### src/rtl/shifter_spi_master_pkg.sv
// Shared types and constants for the shifter SPI master: operation encoding,
// the wire-level packet layout, link states and derived counter widths.
package shifter_spi_master_pkg;

  localparam int REGISTER_SIZE = 8;
  localparam int SHIFT_WIDTH   = $clog2(REGISTER_SIZE);
  localparam int NSS_WIDTH     = 4;

  typedef enum logic {
    SHL = 1'b0,
    SHR = 1'b1
  } Operation;

  // Bit 0 (op_code) goes out on the wire first.
  typedef struct packed {
    logic [SHIFT_WIDTH-1:0]   shift_amount;
    logic [REGISTER_SIZE-1:0] operand;
    Operation                 op_code;
  } ShifterPacket;

  localparam int PACKET_SIZE = $bits(ShifterPacket);

  function automatic int max_int(input int a, input int b);
    return (a > b) ? a : b;
  endfunction

  // One counter serves both the TX and RX phases.
  localparam int BIT_CNT_WIDTH = $clog2(max_int(PACKET_SIZE, REGISTER_SIZE) + 1);

  typedef enum logic [2:0] {
    IDLE,
    START,
    TX,
    WAIT_ACK,
    RX,
    DONE
  } ShifterLinkState;

endpackage

### src/rtl/shifter_spi_master_spi_shift_reg.sv
// Parallel-load shift register, LSB first: bit 0 is the next bit out, and a
// serial bit enters at the MSB so the first bit received ends up in bit 0.
module shifter_spi_master_spi_shift_reg
  import shifter_spi_master_pkg::*;
#(
  parameter int WIDTH = 8
) (
  input  logic             i_clock,
  input  logic             i_reset,
  input  logic             i_load,
  input  logic [WIDTH-1:0] i_load_data,
  input  logic             i_shift_en,
  input  logic             i_serial_in,
  output logic [WIDTH-1:0] o_data
);

  logic [WIDTH-1:0] r_data;

  // Load has priority over shifting; the register holds when neither is asserted.
  always_ff @(posedge i_clock) begin
    if (i_reset) begin
      r_data <= '0;
    end else if (i_load) begin
      r_data <= i_load_data;
    end else if (i_shift_en) begin
      r_data <= {i_serial_in, r_data[WIDTH-1:1]};
    end
  end

  assign o_data = r_data;

endmodule

### src/rtl/shifter_spi_master.sv
// Processor-side SPI master for the barrel-shifter slave. One request per
// valid/ready handshake: start bit, packet LSB first, wait for the slave's
// ack, then receive the REGISTER_SIZE-bit result and pulse o_result_valid.
// Optional feature macro: SHIFTER_TIMEOUT_EN (abort WAIT_ACK after
// TimeoutCycles cycles without an ack and pulse o_error).
module shifter_spi_master
  import shifter_spi_master_pkg::*;
#(
  parameter int NssPosition   = 0,
  parameter int TimeoutCycles = 64
) (
  input  logic                     i_clock,
  input  logic                     i_reset,
  input  logic                     i_valid,
  output logic                     o_ready,
  input  logic                     i_op_code,
  input  logic [REGISTER_SIZE-1:0] i_operand,
  input  logic [SHIFT_WIDTH-1:0]   i_shift_amount,
  output logic                     o_result_valid,
  output logic [REGISTER_SIZE-1:0] o_result,
  output logic                     o_error,
  output logic [NSS_WIDTH-1:0]     o_nss,
  output logic                     o_mosi,
  input  logic                     i_miso
);

  ShifterLinkState            r_state;
  ShifterLinkState            w_state_next;
  logic [BIT_CNT_WIDTH-1:0]   r_bit_cnt;
  logic                       w_accept;
  logic                       w_link_active;
  ShifterPacket               w_packet;
  logic [PACKET_SIZE-1:0]     w_tx_data;
  logic [REGISTER_SIZE-1:0]   w_rx_data;
  logic                       w_tx_unused;
  logic                       r_result_valid;
  logic [REGISTER_SIZE-1:0]   r_result;

  assign w_packet = {i_shift_amount, i_operand, i_op_code};

`ifdef SHIFTER_TIMEOUT_EN
  localparam int TO_CNT_WIDTH = $clog2(TimeoutCycles + 1);
  logic [TO_CNT_WIDTH-1:0] r_to_cnt;
  logic                    w_timeout;
  logic                    r_error;
`else
  // Only meaningful when the timeout feature is built in.
  localparam int unused_timeout_cycles = TimeoutCycles;
`endif

  // Next-state logic; the packet is captured only on the accept cycle.
  always_comb begin
    w_state_next = r_state;
    w_accept     = 1'b0;
`ifdef SHIFTER_TIMEOUT_EN
    w_timeout    = 1'b0;
`endif
    case (r_state)
      IDLE: begin
        if (i_valid) begin
          w_accept     = 1'b1;
          w_state_next = START;
        end
      end
      START: w_state_next = TX;
      TX: begin
        if (r_bit_cnt == BIT_CNT_WIDTH'(PACKET_SIZE - 1)) w_state_next = WAIT_ACK;
      end
      WAIT_ACK: begin
        if (i_miso) begin
          w_state_next = RX;
        end
`ifdef SHIFTER_TIMEOUT_EN
        else if (r_to_cnt == TO_CNT_WIDTH'(TimeoutCycles - 1)) begin
          w_timeout    = 1'b1;
          w_state_next = IDLE;
        end
`endif
      end
      RX: begin
        if (r_bit_cnt == BIT_CNT_WIDTH'(REGISTER_SIZE - 1)) w_state_next = DONE;
      end
      DONE:    w_state_next = IDLE;
      default: w_state_next = IDLE;
    endcase
  end

  // State register and bit counter; the counter restarts on every state change.
  always_ff @(posedge i_clock) begin
    if (i_reset) begin
      r_state   <= IDLE;
      r_bit_cnt <= '0;
    end else begin
      r_state <= w_state_next;
      if (w_state_next != r_state) begin
        r_bit_cnt <= '0;
      end else if (r_state == TX || r_state == RX) begin
        r_bit_cnt <= r_bit_cnt + 1'b1;
      end
    end
  end

  // Result is published on the edge that leaves DONE, together with the pulse.
  always_ff @(posedge i_clock) begin
    if (i_reset) begin
      r_result_valid <= 1'b0;
      r_result       <= '0;
    end else begin
      r_result_valid <= (r_state == DONE);
      if (r_state == DONE) r_result <= w_rx_data;
    end
  end

`ifdef SHIFTER_TIMEOUT_EN
  // Counts WAIT_ACK cycles; the error pulse follows the abort edge.
  always_ff @(posedge i_clock) begin
    if (i_reset) begin
      r_to_cnt <= '0;
      r_error  <= 1'b0;
    end else begin
      r_error <= w_timeout;
      if (r_state == WAIT_ACK) r_to_cnt <= r_to_cnt + 1'b1;
      else                     r_to_cnt <= '0;
    end
  end
  assign o_error = r_error;
`else
  assign o_error = 1'b0;
`endif

  // TX register: loaded at accept, so later input changes cannot reach the wire.
  shifter_spi_master_spi_shift_reg #(.WIDTH(PACKET_SIZE)) u_tx_reg (
    .i_clock     (i_clock),
    .i_reset     (i_reset),
    .i_load      (w_accept),
    .i_load_data (w_packet),
    .i_shift_en  (r_state == TX),
    .i_serial_in (1'b0),
    .o_data      (w_tx_data)
  );

  // RX register: shifts only in RX, so miso is never captured while nss is high.
  shifter_spi_master_spi_shift_reg #(.WIDTH(REGISTER_SIZE)) u_rx_reg (
    .i_clock     (i_clock),
    .i_reset     (i_reset),
    .i_load      (w_accept),
    .i_load_data ('0),
    .i_shift_en  (r_state == RX),
    .i_serial_in (i_miso),
    .o_data      (w_rx_data)
  );

  // Only bit 0 of the TX register is driven onto mosi.
  assign w_tx_unused = ^w_tx_data[PACKET_SIZE-1:1];

  assign w_link_active = (r_state == START) || (r_state == TX) ||
                         (r_state == WAIT_ACK) || (r_state == RX);

  for (genvar gi = 0; gi < NSS_WIDTH; gi++) begin : g_nss
    if (gi == NssPosition) begin : g_sel
      assign o_nss[gi] = ~w_link_active;
    end else begin : g_idle
      assign o_nss[gi] = 1'b1;
    end
  end

  assign o_mosi         = (r_state == START) | ((r_state == TX) & w_tx_data[0]);
  assign o_ready        = (r_state == IDLE);
  assign o_result_valid = r_result_valid;
  assign o_result       = r_result;

endmodule
### config.mk
export PLATFORM = sky130hd
export DESIGN_NAME = shifter_spi_master
export DESIGN_NICKNAME = d
export VERILOG_FILES = /design/src/rtl/shifter_spi_master_pkg.sv /design/src/rtl/shifter_spi_master_spi_shift_reg.sv /design/src/rtl/shifter_spi_master.sv
export SDC_FILE = /design/constraint.sdc
export NUM_CORES = 1
export LEC_CHECK = 0
export ABC_AREA = 1
export BUFFER_PORTS_ARGS = -buffer_cell sky130_fd_sc_hd__clkbuf_2
export CAP_MARGIN = 10
export CORE_ASPECT_RATIO = 0.6
export CORE_MARGIN = 2
export CORE_UTILIZATION = 59
export DETAILED_ROUTE_END_ITERATION = 6
export GPL_ROUTABILITY_DRIVEN = 1
export PLACE_DENSITY = 0.87
export SYNTH_ARGS = -nofsm -noshare
export SYNTH_HDL_FRONTEND = slang
export SYNTH_HIERARCHICAL = 1
export SYNTH_SLANG_ARGS = --single-unit
export TNS_END_PERCENT = 10
### constraint.sdc
create_clock -name i_clock -period 3.75 [get_ports i_clock]
set_input_delay 0.375 -clock i_clock [delete_from_list [all_inputs] [get_ports i_clock]]
set_output_delay 0.375 -clock i_clock [all_outputs]
set_load 0.05 [all_outputs]
==> impl_metrics.env <==
export IMPL_status="completed"
export IMPL_slew_violations=0
export IMPL_max_slew_margin_rel_pct=43.65
export IMPL_rsz0062_at_grt="no"
export IMPL_area_growth_pct=13.06
export IMPL_setup_viol=0
export IMPL_worst_skew_pair_late_latency_ps=290
export IMPL_max_stage_delay_ps=440
export IMPL_cp_startpoint="r_state[0]"
export IMPL_tns_ps=0
export IMPL_worst_hold_slack_ps=384.7
export IMPL_port_buffers=27
export IMPL_dieArea_sq_um=3595
export IMPL_fp_row_count=15
export IMPL_antenna_cells=0
export IMPL_setup_ws_ps=1555
export IMPL_num_vias=1704
export IMPL_ios=32
export IMPL_grt_overflow=0
export IMPL_busiest_layer="met2"
export IMPL_dp_hpwl_mm=2.650
export IMPL_hold_class="in -> reg"
export IMPL_track_usage_pct=23.04
export IMPL_crit_path_top_delay_cell="dfxtp_1"
export IMPL_drv_cap=0
export IMPL_die_x_um=76.08
export IMPL_crit_type="reg -> out"
export IMPL_design_core_area_sq_um=2928
export IMPL_leakagePower_nw=1.016
export IMPL_grt_use_met2_pct=35.18
export IMPL_r2r_start="r_state[0]"
export IMPL_post_route_min_period_ps=2195
export IMPL_ant_nets=0
export IMPL_clk_pin_slew_worst_paths_ps=70
export IMPL_worst_pin_slew_ps=844.4
export IMPL_drt_initial_drc_count=155
export IMPL_viasPerCell=4.841
export IMPL_netlist_area_leader_share_pct=39.18
export IMPL_clk_path_buf_depth=2
export IMPL_use_met1_pct=31.22
export IMPL_yosys_warnings=6
export IMPL_final_util_pct=71.03
export IMPL_period_share_pct=58.53
export IMPL_htree_levels=2
export IMPL_nets=326
export IMPL_irDropWorstVdd_mv=0.2572
export IMPL_cts_tree="done"
export IMPL_ys_ff_latch=36
export IMPL_power_density_nw_per_um2=443.0
export IMPL_yosys_area_top_type="dfxtp_1"
export IMPL_final_cell_mix="nand2_1 (105), inv_1 (37), dfxtp_1 (36)"
export IMPL_numCtsBuffers=5
export IMPL_path_delay_family="buffers and inverters"
export IMPL_wl_mm=3.721
export IMPL_hold_start="i_op_code"
export IMPL_synthDistinctLibCells=24
export IMPL_cts_sinks=36
export IMPL_fp_dieH_um=47.25
export IMPL_place_gp_congestion=0.8355
export IMPL_mostFrequentLayoutCell="nand2_1"
export IMPL_antenna_found_initial=0
export IMPL_finalHoldViolations=0
export IMPL_drive_above_1_share_pct=17.10
export IMPL_grt_max_degree=28
export IMPL_crit_buf_inv=2
export IMPL_holdBufCountCts=0
export IMPL_end_kind="output pin"
export IMPL_startpoint_type="register"
export IMPL_finClkSkew_ps=3.933
export IMPL_avgSynthCellArea_sq_um=6.640
export IMPL_max_freq_mhz=455.6
export IMPL_crit_fanout=14
export IMPL_floorplan_initialDensity_pct=62.82
export IMPL_postSynthCellCount=277
export IMPL_cts_resized=0
export IMPL_required_ps=3380
export IMPL_grt_pass1_vias=1363
export IMPL_final_cells=352
export IMPL_drc=0
export IMPL_dp_cells=344
export IMPL_crit_arrival_ps=1820
export IMPL_path_cells="nor2_1 -> nand2_1 -> inv_1 -> a21o_1 -> clkbuf_2"
export IMPL_cts_setup_buffers=0
export IMPL_use_met3_pct=5.385
export IMPL_synth_area_sq_um=1839
export IMPL_drt_wirelength_per_cell_um=10.57
export IMPL_grt_pass1_wl_mm=6.182
export IMPL_synthTopCellsByArea="dfxtp_1 (39%), nand2_1 (21%), inv_1 (7.6%)"
export IMPL_dp_slack_ps=1664
export IMPL_root_buffer="clkbuf_8"
export IMPL_ys_seq_area_share_pct=39.18
export IMPL_drt_pass1_iter_count=4
## cells in the mapped netlist
cell type  number
clkbuf_1        2
a21o_1          1
a21oi_2         9
buf_4           5
buf_6           3
conb_1          2
clkbuf_4        1
o211ai_1        1
xor2_1          2
ha_1            1
nor3_1          6
nand3_1        23
dfxtp_1        36
inv_2           2
buf_2           2
o21ai_0         2
inv_1          37
a21oi_1        15
nand2_2         4
nand2_1       105
o21bai_1        1
nor2_1         13
nor2_2          3
nor2_8          1
## kinds of logic after synthesis
kind of cell,after synthesis,share of synthesized area (%)
compound gates,29,10.14
xor+xnor,2,0.9526
fa+ha+maj,1,0.6802
buf+inv,52,13.20
flops,36,39.18
other cells,2,0.4083
simple gates,155,35.44
## cell type report
cell class	instances	area, sq um
sequential	36	720.7
tap	42	52.55
multi-input combinational	200	917.1
timing repair buffer	27	135.1
clock buffer	6	72.57
inverter	39	146.4
fill	270	848.3
clock inverter	2	35.03
## state kept, by name, indices dropped and copies added (netlist names)
| signal | flops |
|---|---|
| u_tx_reg/o_data | 12 |
| o_result | 8 |
| u_rx_reg/o_data | 8 |
| r_bit_cnt | 4 |
| r_state | 3 |
| o_result_valid | 1 |
## routing by layer
| layer | part of all wire, % | wire length, um | vias up |
|---|---|---|---|
| met5 | 0 | 0 | - |
| met4 | 2.1 | 77 | 0 |
| met3 | 7.1 | 264 | 6 |
| met2 | 40 | 1491 | 57 |
| met1 | 51 | 1888 | 742 |
| li1 | - | - | 899 |
## final timing paths
path | endpoint | slack [ps] | depth (start not counted)
max | o_mosi | 1560 | 5
min | u_tx_reg/o_data[0] | 380 | 5
max reg2reg | u_tx_reg/o_data[8] | 1590 | 6
min reg2reg | o_result[0] | 460 | 2
## per-stage QoR
| stage | total power [mW] | cell area, sq um |
|---|---|---|
| after floorplan | 0.5677 | 1881 |
| after global placement | 0.5868 | 1972 |
| after detailed placement | 0.5912 | 1972 |
| after CTS | 0.9250 | 2079 |
| after global routing | 0.9610 | 2079 |
| final | 0.9212 | 2079 |
## where the power goes
part	total [mW]	switching (mW)	internal [mW]
Combinational	0.158	0.110	0.0483
Sequential	0.428	0.0210	0.407
Clock	0.335	0.138	0.197
Total	0.921	0.269	0.652
## worst reg2reg max path: cells and delay by family, from the launching register on
kind	cells	cell delay, ps
and+or+nand+nor	4	950
DFF	1	590
buffers and inverters	1	360
AOI/OAI and AO/OA	1	180
No activity file was read; power rests on OpenSTA's default activity.
